## config.mk

```make
export PLATFORM = sky130hd
export DESIGN_NAME = reorder_buffer_flat
export DESIGN_NICKNAME = d
export VERILOG_FILES = /design/src/rtl/rob_pkg.sv /design/src/rtl/reorder_buffer_if.sv /design/src/rtl/rob_ptr_ctrl.sv /design/src/rtl/reorder_buffer.sv /design/src/flat_wrapper.sv
export SDC_FILE = /design/constraint.sdc
export NUM_CORES = 2
export LEC_CHECK = 0
export CAP_MARGIN = 10
export CORE_MARGIN = 5
export CORE_UTILIZATION = 28
export CTS_CLUSTER_DIAMETER = 100
export DETAILED_ROUTE_END_ITERATION = 12
export PLACE_DENSITY = 0.42
export SYNTH_ARGS = -nofsm -noshare
export SYNTH_HDL_FRONTEND = slang
export SYNTH_SLANG_ARGS = --single-unit
export TNS_END_PERCENT = 100
```

## constraint.sdc

```tcl
create_clock -name Clk -period 14.1 [get_ports Clk]
set_input_delay 2.82 -clock Clk [delete_from_list [all_inputs] [get_ports Clk]]
set_output_delay 2.82 -clock Clk [all_outputs]
set_load 0.005 [all_outputs]
```

## src/rtl/rob_pkg.sv

```systemverilog
// Shared reorder-buffer types and sizing constants.
// DEPTH must equal 2**TAG_W so pointer arithmetic wraps for free.
package rob_pkg;
   localparam int DEPTH  = 32;
   localparam int TAG_W  = 5;
   localparam int DATA_W = 32;
   localparam int REG_W  = 5;
   localparam int CNT_W  = TAG_W + 1;

   typedef logic [TAG_W-1:0] rob_ptr_t;
   typedef logic [CNT_W-1:0] rob_cnt_t;

   typedef struct packed {
      logic              valid;
      logic              complete;
      logic [REG_W-1:0]  rd;
      logic              reg_write;
      logic              is_store;
      logic              is_branch;
      logic              pred_taken;
      logic              actual_taken;
      logic [DATA_W-1:0] data;
   } rob_entry_t;
endpackage

```

## src/rtl/reorder_buffer_if.sv

```systemverilog
// Dispatch, CDB and retire bundle between the reorder buffer and its neighbours.
// master = dispatch/back-end side, slave = reorder buffer.
interface reorder_buffer_if;
   import rob_pkg::*;

   logic              Dispatch_Valid;
   logic [REG_W-1:0]  Dispatch_Rd_Reg;
   logic              Dispatch_Reg_Write;
   logic              Dispatch_Is_Store;
   logic              Dispatch_Is_Branch;
   logic              Dispatch_Pred_Taken;
   rob_ptr_t          ROB_Alloc_Tag;
   logic              ROB_Full;
   logic              ROB_Empty;

   rob_ptr_t          CDB_Tag;
   logic [DATA_W-1:0] CDB_Data;
   logic              CDB_Valid;
   logic              CDB_Branch;
   logic              CDB_Branch_Taken;

   logic              Retire_Valid;
   rob_ptr_t          Retire_Tag;
   logic [REG_W-1:0]  Retire_Rd_Reg;
   logic              Retire_Reg_Write;
   logic [DATA_W-1:0] Retire_Data;
   logic              RB_Store_Ready;
   logic              RB_Flush_Valid;

   modport master (
      output Dispatch_Valid, Dispatch_Rd_Reg, Dispatch_Reg_Write, Dispatch_Is_Store,
             Dispatch_Is_Branch, Dispatch_Pred_Taken,
             CDB_Tag, CDB_Data, CDB_Valid, CDB_Branch, CDB_Branch_Taken,
      input  ROB_Alloc_Tag, ROB_Full, ROB_Empty,
             Retire_Valid, Retire_Tag, Retire_Rd_Reg, Retire_Reg_Write, Retire_Data,
             RB_Store_Ready, RB_Flush_Valid
   );

   modport slave (
      input  Dispatch_Valid, Dispatch_Rd_Reg, Dispatch_Reg_Write, Dispatch_Is_Store,
             Dispatch_Is_Branch, Dispatch_Pred_Taken,
             CDB_Tag, CDB_Data, CDB_Valid, CDB_Branch, CDB_Branch_Taken,
      output ROB_Alloc_Tag, ROB_Full, ROB_Empty,
             Retire_Valid, Retire_Tag, Retire_Rd_Reg, Retire_Reg_Write, Retire_Data,
             RB_Store_Ready, RB_Flush_Valid
   );
endinterface

```

## src/rtl/rob_ptr_ctrl.sv

```systemverilog
// Head/tail/count bookkeeping for the reorder buffer; full/empty are combinational from count.
// A flush collapses the buffer to empty just past the retiring head.
module rob_ptr_ctrl
   import rob_pkg::*;
(
   input  logic     clk,
   input  logic     rst_n,
   input  logic     alloc,
   input  logic     retire,
   input  logic     flush,
   output rob_ptr_t head,
   output rob_ptr_t tail,
   output logic     full,
   output logic     empty
);
   rob_cnt_t count;

   always_ff @(posedge clk or negedge rst_n) begin
      if (!rst_n) begin
         head  <= '0;
         tail  <= '0;
         count <= '0;
      end else if (flush) begin
         // flush always coincides with the branch retiring, so both pointers land past it
         head  <= head + 1'b1;
         tail  <= head + 1'b1;
         count <= '0;
      end else begin
         if (alloc)
            tail <= tail + 1'b1;
         if (retire)
            head <= head + 1'b1;
         if (alloc && !retire)
            count <= count + 1'b1;
         else if (retire && !alloc)
            count <= count - 1'b1;
      end
   end

   assign full  = (count == rob_cnt_t'(DEPTH));
   assign empty = (count == '0);
endmodule

```

## src/rtl/reorder_buffer.sv

```systemverilog
// In-order retirement buffer: allocates at tail, captures CDB results, retires one per cycle at head.
// Retire/flush/store-ready outputs are registered one cycle after the retire edge.
module reorder_buffer
   import rob_pkg::*;
(
   input logic             Clk,
   input logic             Rst,
   reorder_buffer_if.slave rob
);
   rob_entry_t ent [DEPTH];
   rob_entry_t head_ent;
   rob_ptr_t   head, tail;
   logic       full, empty;
   logic       retire_now, flush_now, alloc;

   logic              ret_valid, ret_reg_write, store_ready, flush_valid;
   rob_ptr_t          ret_tag;
   logic [REG_W-1:0]  ret_rd;
   logic [DATA_W-1:0] ret_data;

   rob_ptr_ctrl u_ptr (
      .clk    (Clk),
      .rst_n  (Rst),
      .alloc  (alloc),
      .retire (retire_now),
      .flush  (flush_now),
      .head   (head),
      .tail   (tail),
      .full   (full),
      .empty  (empty)
   );

   assign head_ent   = ent[head];
   assign retire_now = head_ent.valid && head_ent.complete;
   assign flush_now  = retire_now && head_ent.is_branch &&
                       (head_ent.actual_taken != head_ent.pred_taken);
   assign alloc      = rob.Dispatch_Valid && !full && !flush_now;

   always_ff @(posedge Clk or negedge Rst) begin
      if (!Rst) begin
         for (int i = 0; i < DEPTH; i++)
            ent[i] <= '0;
      end else if (flush_now) begin
         // wrong-path entries and any same-cycle CDB result are dropped wholesale
         for (int i = 0; i < DEPTH; i++) begin
            ent[i].valid    <= 1'b0;
            ent[i].complete <= 1'b0;
         end
      end else begin
         if (rob.CDB_Valid && ent[rob.CDB_Tag].valid) begin
            ent[rob.CDB_Tag].complete <= 1'b1;
            ent[rob.CDB_Tag].data     <= rob.CDB_Data;
            if (rob.CDB_Branch)
               ent[rob.CDB_Tag].actual_taken <= rob.CDB_Branch_Taken;
         end
         if (retire_now) begin
            ent[head].valid    <= 1'b0;
            ent[head].complete <= 1'b0;
         end
         // tail never aliases a live entry while alloc is permitted
         if (alloc)
            ent[tail] <= '{valid:        1'b1,
                           complete:     rob.Dispatch_Is_Store,
                           rd:           rob.Dispatch_Rd_Reg,
                           reg_write:    rob.Dispatch_Reg_Write,
                           is_store:     rob.Dispatch_Is_Store,
                           is_branch:    rob.Dispatch_Is_Branch,
                           pred_taken:   rob.Dispatch_Pred_Taken,
                           actual_taken: 1'b0,
                           data:         '0};
      end
   end

   always_ff @(posedge Clk or negedge Rst) begin
      if (!Rst) begin
         ret_valid     <= 1'b0;
         ret_reg_write <= 1'b0;
         store_ready   <= 1'b0;
         flush_valid   <= 1'b0;
         ret_tag       <= '0;
         ret_rd        <= '0;
         ret_data      <= '0;
      end else begin
         ret_valid     <= retire_now;
         ret_reg_write <= retire_now && head_ent.reg_write && !head_ent.is_store;
         store_ready   <= retire_now && head_ent.is_store;
         flush_valid   <= flush_now;
         if (retire_now) begin
            ret_tag  <= head;
            ret_rd   <= head_ent.rd;
            ret_data <= head_ent.data;
         end
      end
   end

   assign rob.ROB_Alloc_Tag    = tail;
   assign rob.ROB_Full         = full;
   assign rob.ROB_Empty        = empty;
   assign rob.Retire_Valid     = ret_valid;
   assign rob.Retire_Tag       = ret_tag;
   assign rob.Retire_Rd_Reg    = ret_rd;
   assign rob.Retire_Reg_Write = ret_reg_write;
   assign rob.Retire_Data      = ret_data;
   assign rob.RB_Store_Ready   = store_ready;
   assign rob.RB_Flush_Valid   = flush_valid;
endmodule

```

## src/flat_wrapper.sv

```systemverilog
// flat-port wrapper written by rule: the top's interface ports become plain ports
module reorder_buffer_flat import rob_pkg::*;
  (Clk, Rst, rob_Dispatch_Valid, rob_Dispatch_Rd_Reg, rob_Dispatch_Reg_Write, rob_Dispatch_Is_Store, rob_Dispatch_Is_Branch, rob_Dispatch_Pred_Taken, rob_CDB_Tag, rob_CDB_Data, rob_CDB_Valid, rob_CDB_Branch, rob_CDB_Branch_Taken, rob_ROB_Alloc_Tag, rob_ROB_Full, rob_ROB_Empty, rob_Retire_Valid, rob_Retire_Tag, rob_Retire_Rd_Reg, rob_Retire_Reg_Write, rob_Retire_Data, rob_RB_Store_Ready, rob_RB_Flush_Valid);
  reorder_buffer_if rob_i ();
  input logic Clk;
  input logic Rst;
  input wire logic [$bits(rob_i.Dispatch_Valid)-1:0] rob_Dispatch_Valid;
  input wire logic [$bits(rob_i.Dispatch_Rd_Reg)-1:0] rob_Dispatch_Rd_Reg;
  input wire logic [$bits(rob_i.Dispatch_Reg_Write)-1:0] rob_Dispatch_Reg_Write;
  input wire logic [$bits(rob_i.Dispatch_Is_Store)-1:0] rob_Dispatch_Is_Store;
  input wire logic [$bits(rob_i.Dispatch_Is_Branch)-1:0] rob_Dispatch_Is_Branch;
  input wire logic [$bits(rob_i.Dispatch_Pred_Taken)-1:0] rob_Dispatch_Pred_Taken;
  input wire logic [$bits(rob_i.CDB_Tag)-1:0] rob_CDB_Tag;
  input wire logic [$bits(rob_i.CDB_Data)-1:0] rob_CDB_Data;
  input wire logic [$bits(rob_i.CDB_Valid)-1:0] rob_CDB_Valid;
  input wire logic [$bits(rob_i.CDB_Branch)-1:0] rob_CDB_Branch;
  input wire logic [$bits(rob_i.CDB_Branch_Taken)-1:0] rob_CDB_Branch_Taken;
  output wire logic [$bits(rob_i.ROB_Alloc_Tag)-1:0] rob_ROB_Alloc_Tag;
  output wire logic [$bits(rob_i.ROB_Full)-1:0] rob_ROB_Full;
  output wire logic [$bits(rob_i.ROB_Empty)-1:0] rob_ROB_Empty;
  output wire logic [$bits(rob_i.Retire_Valid)-1:0] rob_Retire_Valid;
  output wire logic [$bits(rob_i.Retire_Tag)-1:0] rob_Retire_Tag;
  output wire logic [$bits(rob_i.Retire_Rd_Reg)-1:0] rob_Retire_Rd_Reg;
  output wire logic [$bits(rob_i.Retire_Reg_Write)-1:0] rob_Retire_Reg_Write;
  output wire logic [$bits(rob_i.Retire_Data)-1:0] rob_Retire_Data;
  output wire logic [$bits(rob_i.RB_Store_Ready)-1:0] rob_RB_Store_Ready;
  output wire logic [$bits(rob_i.RB_Flush_Valid)-1:0] rob_RB_Flush_Valid;
  assign rob_i.Dispatch_Valid = rob_Dispatch_Valid;
  assign rob_i.Dispatch_Rd_Reg = rob_Dispatch_Rd_Reg;
  assign rob_i.Dispatch_Reg_Write = rob_Dispatch_Reg_Write;
  assign rob_i.Dispatch_Is_Store = rob_Dispatch_Is_Store;
  assign rob_i.Dispatch_Is_Branch = rob_Dispatch_Is_Branch;
  assign rob_i.Dispatch_Pred_Taken = rob_Dispatch_Pred_Taken;
  assign rob_i.CDB_Tag = rob_CDB_Tag;
  assign rob_i.CDB_Data = rob_CDB_Data;
  assign rob_i.CDB_Valid = rob_CDB_Valid;
  assign rob_i.CDB_Branch = rob_CDB_Branch;
  assign rob_i.CDB_Branch_Taken = rob_CDB_Branch_Taken;
  assign rob_ROB_Alloc_Tag = rob_i.ROB_Alloc_Tag;
  assign rob_ROB_Full = rob_i.ROB_Full;
  assign rob_ROB_Empty = rob_i.ROB_Empty;
  assign rob_Retire_Valid = rob_i.Retire_Valid;
  assign rob_Retire_Tag = rob_i.Retire_Tag;
  assign rob_Retire_Rd_Reg = rob_i.Retire_Rd_Reg;
  assign rob_Retire_Reg_Write = rob_i.Retire_Reg_Write;
  assign rob_Retire_Data = rob_i.Retire_Data;
  assign rob_RB_Store_Ready = rob_i.RB_Store_Ready;
  assign rob_RB_Flush_Valid = rob_i.RB_Flush_Valid;
  reorder_buffer u_core (.Clk(Clk), .Rst(Rst), .rob(rob_i));
endmodule
```

## Word level (Yosys, flattened, before mapping)

Cells that the tools add are included.

| operators by class | value |
|---|---|
| add/sub/neg operators | 4 |
| shifts and indexed selects | 0 |
| reductions and logical operators | 23 |
| divide/modulo/power cells | 0 |
| multiplexer cells | 69 |
| $mul | 0 |
| equal/unequal tests | 2 |
| bitwise gates (word level) | 3 |
| magnitude comparators | 6 |

Operators by type and width:

| operator | count |
|---|---|
| $bwmux W1408 | 6 |
| $mux W1408 | 6 |
| $demux W44 S5 | 6 |
| $bmux W44 S5 | 2 |
| $mux W44 | 6 |
| $mux W43 | 2 |
| $mux W2 | 32 |
| $mux W33 | 1 |
| $mux W32 | 1 |
| $mux W5 | 4 |
| $ge A6 B6 Y1 const B | 3 |
| $lt A6 B1 Y1 const B | 3 |
| $mux W6 | 3 |
| $not A5 Y6 | 3 |
| $logic_and A1 B1 Y1 | 14 |
| $add A5 B1 Y5 const B | 2 |
| $add A6 B1 Y6 const B | 1 |
| $eq A6 B6 Y1 const B | 1 |
| $logic_not A6 Y1 | 1 |
| $sub A6 B1 Y6 const B | 1 |
| $logic_not A1 Y1 | 5 |
| $reduce_bool A2 Y1 | 2 |
| $reduce_bool A3 Y1 | 1 |
| $ne A1 B1 Y1 | 1 |

| word-level totals | value |
|---|---|
| logic and storage cells | 405 |
| latch bits | 0 |
| memory bits (read-only) | 0 |
| register bits | 1470 |
| input port bits | 52 |
| memory bits (writable) | 0 |
| output and inout port bits | 53 |
| memories | 0 |

## Longest topological paths before layout

| depth | value |
|---|---|
| depth in word-level cells | 18 |
| gate-level depth with buffers | 24 |
| mapped depth without buffers | 16 |

## Modules after synthesis

From an unflattened synthesis, not the netlist that was laid out.

| second synthesis, totals | value |
|---|---|
| cells, all modules | 7069 |
| area total of the unflattened synthesis | 73880.9 um^2 |

Modules (own cells, without submodules):

| module | seq. area each (um^2) | times used | area an instance (um^2) | cells each |
|---|---|---|---|---|
| reorder_buffer | 36384.9 | 1 | 72898.7 | 6968 |
| rob_ptr_ctrl | 400.4 | 1 | 982.2 | 101 |

## Least setup slack after synthesis

Ideal clock, no wire load.

| timing path | value |
|---|---|
| path type | input-to-reg |
| start | input port rob_Dispatch_Valid |
| end | register u_core.u_ptr.count[5] |
| setup time | 78 ps |
| cell stages on the path | 13 |
| path buffers | 1 |
| required time | 14022 ps |
| arrival | 5177 ps |
| slack | 8845 ps |
| cell sequence | a21boi_1 > clkbuf_1 > and2_1 > ha_1 > inv_1 > ha_1 > a21o_1 > a21oi_1 > o21bai_1 > a21oi_1 > xnor2_1 > or3_1 > a21oi_1 |

| on the way | value |
|---|---|
| longest elaborated chain between the ends | 5 |
| elaborated cells between the ends (all ways) | 8 |
| classes of those cells | mux (2); reduce/logical (6) |

Ends and longest elaborated chain:

| element | RTL line | source |
|---|---|---|
| from (decl) | flat_wrapper.sv:7 | `input wire logic [$bits(rob_i.Dispatch_Valid)-1:0] rob_Dispatch_Valid;` |
| $logic_and A1 B1 Y1 (*) (2 in series) | reorder_buffer.sv:37 | `assign alloc = rob.Dispatch_Valid && !full && !flush_now;` |
| $logic_and A1 B1 Y1 or $logic_not A1 Y1 (tied branches) | rob_ptr_ctrl.sv:33, rob_ptr_ctrl.sv:35 |  |
| $mux W6 or $logic_and A1 B1 Y1 (tied branches) | rob_ptr_ctrl.sv:33, rob_ptr_ctrl.sv:35 |  |
| $mux W6 or $reduce_bool A3 Y1 (tied branches) | - |  |
| to (signal assigned) | rob_ptr_ctrl.sv:34 | `count <= count + 1'b1;` |
| to (signal assigned) | rob_ptr_ctrl.sv:36 | `count <= count - 1'b1;` |
| to (decl) | rob_ptr_ctrl.sv:16 | `rob_cnt_t count;` |

Every way passes the cells marked *; elsewhere a longest branch is shown, timed or not.
A chain may end at the register's enable or synchronous reset.

## Final worst setup path

| timing path | value |
|---|---|
| start | register u_core.u_ptr.head[0] |
| end | register u_core.ent[485] (netlist bit) |

| on the way | value |
|---|---|
| longest elaborated chain between the ends | 10 |
| elaborated cells between the ends (all ways) | 18 |
| classes of those cells | eq/ne (1); mux (11); bitwise (1); reduce/logical (5) |

Ends and longest elaborated chain:

| element | RTL line | source |
|---|---|---|
| from (decl) | rob_ptr_ctrl.sv:11 | `output rob_ptr_t head,` |
| from (signal assigned) | rob_ptr_ctrl.sv:25 | `head <= head + 1'b1;` |
| from (signal assigned) | rob_ptr_ctrl.sv:32 | `head <= head + 1'b1;` |
| $not A5 Y6 (implied by the code) (*) | reorder_buffer.sv:33, reorder_buffer.sv:57, reorder_buffer.sv:58 |  |
| branches (longest 9 deep; another with $mux W1408) | - |  |
| to (signal, indexed assignment) | reorder_buffer.sv:62 | `ent[tail] <= '{valid: 1'b1,` |
| to (decl) | reorder_buffer.sv:10 | `rob_entry_t ent [DEPTH];` |

Mark *: on every way between the ends. The select of a mux whose other input is x is not followed.

==> results.md <==
Outcome:
- The flow ran to the end, and the final reports show no timing, DRC or antenna violations.

Yosys:
- The cell count after synthesis came out at 6,949.
- The post-synthesis area per instance is 10.5 µm².
- For this run, the number of Yosys warnings is 0.
- For this run, the register share of the synthesized area comes to 50.3%.
- After synthesis, the share of flip-flops with an asynchronous set or reset is 100%.
- In this run, synthesis inferred 0 flip-flops with an integrated enable.
- After synthesis the cells add up to 73,200 µm².
- Counting flops and latches in the post-synthesis netlist gives 1,470.
- The count of distinct cell types in the synthesized netlist is 66.
- The commonest register cell after synthesis is sky130_fd_sc_hd__dfrtp_1.
- The net count after synthesis is 7,015.

Global route:
- The initial antenna violation count is 23.
- The global-route wire length before repair is ~460,000 µm.
- The total routing resource utilization after global routing is 22.7%.
- The final global-route overflow total is 0.
- The via count of the first global-routing pass is 59,700.
- The pin count of the biggest net entering global routing is 242.

Timing:
- The number of hold violations in the final report was 0.
- Setup repair after global routing left no endpoint under its margin.
- The final critical path time including I/O delays and setup is 8250 ps.
- The highest clock frequency the design can meet is around 120 MHz.
- The number of max-slew violations in the final report is 0.
- The part of the cycle the worst path needs is 58.5%.
- For the final routed database, the setup TNS stands at 0 ps.
- On the final layout, the worst hold slack is 480 ps.
- The setup-violating endpoint count in the final report is 0.
- For the final database, setup skew stands at 69.1 ps.
- The transition time of the tightest slew-check pin is around 1500 ps.
- The remaining max-slew budget at the tightest pin is 1.32%.

Final layout:
- Fill cells in the final layout number 26,400.
- The proportion of layout cells with a drive suffix above 1 is between 15 and 20%.
- The combined area of the multi-input logic cells is 32,800 µm².
- The net total in the final layout is 6,593.
- In the final layout, flip-flops and latches occupy approximately 37,000 µm².
- Once layout is complete, the utilization of the core stands at 31.5%.
- Compared with the post-synthesis result, the final layout area differs by 11.9%.
- The number of non-filler instances in the completed layout is 10,200.

CTS:
- The insertion delay of the later-clocked pin in the worst-skew pair is 840 ps.
- Counting the buffers created by CTS gives about 170.
- Clock-pin slew was measured on the worst setup and hold paths at ~60 ps.
- Counting every sink on the clock net gives between 1,000 and 1,500.
- The hold buffer count at CTS is 0.
- Post-CTS repair changed the size of 0 cells.
- After clock tree synthesis, the setup repair step added 0 buffers.
- The clock tree from TritonCTS is built.
- The cell sitting at the root of the clock tree is a sky130_fd_sc_hd__clkbuf_16.
- The longest clock path from root to sink contains 3 buffers.
- The clock tree synthesis step divided the H-tree into 4 levels.

Floorplanning:
- The initial standard-cell utilization of the core is between 20% and 30%.
- The y dimension of the die is 521 µm.
- Row generation in the floorplan step produced 187 rows.
- The die boundary width is 521 µm.
- The core region is 260,000 µm².
- The number of ports placed on the die boundary is ~110.
- The die covers 272,000 µm².

Routing:
- After detailed routing, the average wire length per cell comes to 31.2 µm.
- The final routed DRC violation total is 0.
- The number of design-rule violations left by the first detailed-router iteration is 6,683.
- The first detailed-routing pass took 5 iterations.
- The aggregate routed wire length is 317,000 µm.
- The routed layout has between 50,000 and 60,000 vias.
- After detailed routing, the number of vias per cell comes to 5.90.
- The count of antenna-violating nets left after detailed routing is 0.

Worst setup path:
- The kind of critical path is register to register.
- Of all nets on the critical path, the largest fanout is 85.
- Data on the critical path arrives at its endpoint at 8980 ps.
- The worst register-to-register path begins at u_core.u_ptr.head[0].
- At the worst endpoint, the required time is roughly 15,000 ps.
- For the worst flop-to-flop path, the logic depth is 14.
- The category of the worst setup path capture point is a register.
- The endpoint identified for the worst register-to-register timing path is u_core.ent[485].
- The worst-case register-to-register setup slack is 5850 ps.
- The nature of the critical path startpoint is a register.

Place:
- The count of buffers from port buffering is 104.
- Routability-driven placement finished with a final weighted congestion of 0.807.
- The placed wire-length estimate after detailed placement is 175,000 µm.
- The number of instances in the placed design is 9,849.

Power:
- The worst IR drop on VDD is about 170 µV.
- The total chip power is 17.3 mW.
- Dividing total power by cell area gives a power density of between 200 and 250 nW/µm².
- The analysis attributes to cell leakage a power of 32.5 nW.

Min path:
- Counting instances, the worst hold path has a depth of 1.
- The tightest min-delay check is of the register to register type.
- The startpoint identified for the worst hold timing path is u_core.ent[826].
- The worst hold path terminates at u_core.ent[826].

Run:
- Max-cap violations in this run came to 0.
## registers in the layout, summed over array words and instances (netlist names)
name,cells
u_core.ent,1408
u_core.rob.RB_Flush_Valid,1
u_core.rob.RB_Store_Ready,1
u_core.rob.Retire_Data,32
u_core.rob.Retire_Rd_Reg,5
u_core.rob.Retire_Reg_Write,1
u_core.rob.Retire_Tag,5
u_core.rob.Retire_Valid,1
u_core.u_ptr.count,6
u_core.u_ptr.head,5
u_core.u_ptr.tail,5
## worst max path at each step
stage	from	endpoint	slack, ps	cells after the start
final	u_core.u_ptr.head[0]	u_core.ent[485]	5850	14
after global routing	u_core.u_ptr.head[0]	u_core.ent[583]	5260	14
after CTS	u_core.u_ptr.head[0]	u_core.ent[413]	5840	14
after detailed placement	u_core.u_ptr.head[0]	u_core.ent[413]	5840	14
after global placement	u_core.u_ptr.head[0]	u_core.ent[573]	5950	14
after floorplan	rob_Dispatch_Valid	u_core.u_ptr.count[5]	8850	13
## report_power, final
part	internal (mW)	switching, mW	total, mW
Combinational	2.57	3.44	6.01
Clock	2.59	1.94	4.53
Sequential	5.87	0.925	6.80
Total	11.0	6.31	17.3
## worst max-delay path: stages (launching register included)
cell                       delay [ps]
sky130_fd_sc_hd__dfrtp_4          900
sky130_fd_sc_hd__buf_4            830
sky130_fd_sc_hd__buf_12           620
sky130_fd_sc_hd__mux2i_1          350
sky130_fd_sc_hd__o22ai_1          110
sky130_fd_sc_hd__nor4_1           420
sky130_fd_sc_hd__a211oi_2         170
sky130_fd_sc_hd__o211ai_4         290
sky130_fd_sc_hd__buf_4            540
sky130_fd_sc_hd__buf_4            850
sky130_fd_sc_hd__buf_4            890
sky130_fd_sc_hd__buf_4            750
sky130_fd_sc_hd__buf_4            720
sky130_fd_sc_hd__nand3_1          150
sky130_fd_sc_hd__a21oi_1          200
## cell families after synthesis
kind of cell	synth area share, %
adders and majority gates	0.250
and+or+nand+nor	9.85
xor gates and xnor gates	0.156
AOI/OAI and AO/OA	18.5
muxes	15.4
DFF	50.3
buffers and inverters	5.51
## Yosys cell counts (8+ instances only)
master,instances,area share (%)
sky130_fd_sc_hd__a21oi_1,1065,7.3
sky130_fd_sc_hd__a221oi_1,73,0.87
sky130_fd_sc_hd__a22o_1,105,1.3
sky130_fd_sc_hd__a31oi_1,38,0.32
sky130_fd_sc_hd__and2_1,11,0.094
sky130_fd_sc_hd__buf_1,39,0.20
sky130_fd_sc_hd__buf_2,170,1.2
sky130_fd_sc_hd__buf_4,89,0.91
sky130_fd_sc_hd__buf_6,21,0.32
sky130_fd_sc_hd__clkbuf_1,543,2.8
sky130_fd_sc_hd__dfrtp_1,1470,50
sky130_fd_sc_hd__ha_1,13,0.22
sky130_fd_sc_hd__inv_1,14,0.072
sky130_fd_sc_hd__mux2_1,50,0.77
sky130_fd_sc_hd__mux2_2,233,3.6
sky130_fd_sc_hd__mux2i_1,109,1.5
sky130_fd_sc_hd__mux4_2,312,9.6
sky130_fd_sc_hd__nand2_1,70,0.36
sky130_fd_sc_hd__nand2b_1,28,0.24
sky130_fd_sc_hd__nand3_1,1032,7.1
sky130_fd_sc_hd__nand4_1,30,0.26
sky130_fd_sc_hd__nor2_1,96,0.49
sky130_fd_sc_hd__nor2_8,18,0.49
sky130_fd_sc_hd__o21ai_0,1097,7.5
sky130_fd_sc_hd__o221ai_1,29,0.35
sky130_fd_sc_hd__o22ai_1,55,0.47
sky130_fd_sc_hd__o31ai_1,19,0.19
sky130_fd_sc_hd__xnor2_1,8,0.096
## per-layer routing
metal / share of wire (%) / up-vias / GRT usage, % / wire [µm]
met4: 4.0 / 4 / 8.24 / 12600
met1: 43 / 31600 / 31.5 / 136000
li1: - / 25000 / - / -
met3: 8.0 / 500 / 4.78 / 25500
met2: 45 / 2796 / 34.8 / 144000
met5: 0.0085 / - / 0 / 27
## layout by cell type (no fill, tap or decap), types with 38 or more instances in the layout
cell                              instances
sky130_fd_sc_hd__dfrtp_1               1468
sky130_fd_sc_hd__o21ai_0               1097
sky130_fd_sc_hd__a21oi_1               1065
sky130_fd_sc_hd__nand3_1               1032
sky130_fd_sc_hd__mux4_2                 312
sky130_fd_sc_hd__mux2_2                 233
sky130_fd_sc_hd__clkbuf_16              173
sky130_fd_sc_hd__buf_4                  152
sky130_fd_sc_hd__mux2i_1                109
sky130_fd_sc_hd__a22o_1                 105
sky130_fd_sc_hd__a221oi_1                73
sky130_fd_sc_hd__clkdlybuf4s50_1         73
sky130_fd_sc_hd__nor2_1                  61
sky130_fd_sc_hd__o22ai_1                 55
sky130_fd_sc_hd__nand2_1                 53
sky130_fd_sc_hd__mux2_1                  50
sky130_fd_sc_hd__clkbuf_1                49
sky130_fd_sc_hd__nor2_4                  45
sky130_fd_sc_hd__clkbuf_8                45
sky130_fd_sc_hd__a31oi_1                 38
## per-stage QoR
step,instance area (µm²),worst slack (ps)
2_1_floorplan,73200,8850
3_3_place_gp,76300,5950
3_5_place_dp,76300,5840
4_1_cts,81900,5840
5_1_grt,81900,5260
6_report,81900,5850
## area by class of cell
cell class	count	area share, %
diodes	5	0.0153
clock buffers	267	6.27
clock inverters	38	0.544
inverters	15	0.0779
multi-input cells	4600	40.0
flip-flops and latches	1470	44.9
well taps	3496	5.34
repair buffers	268	2.80
Power figures use the tool's default switching activity.
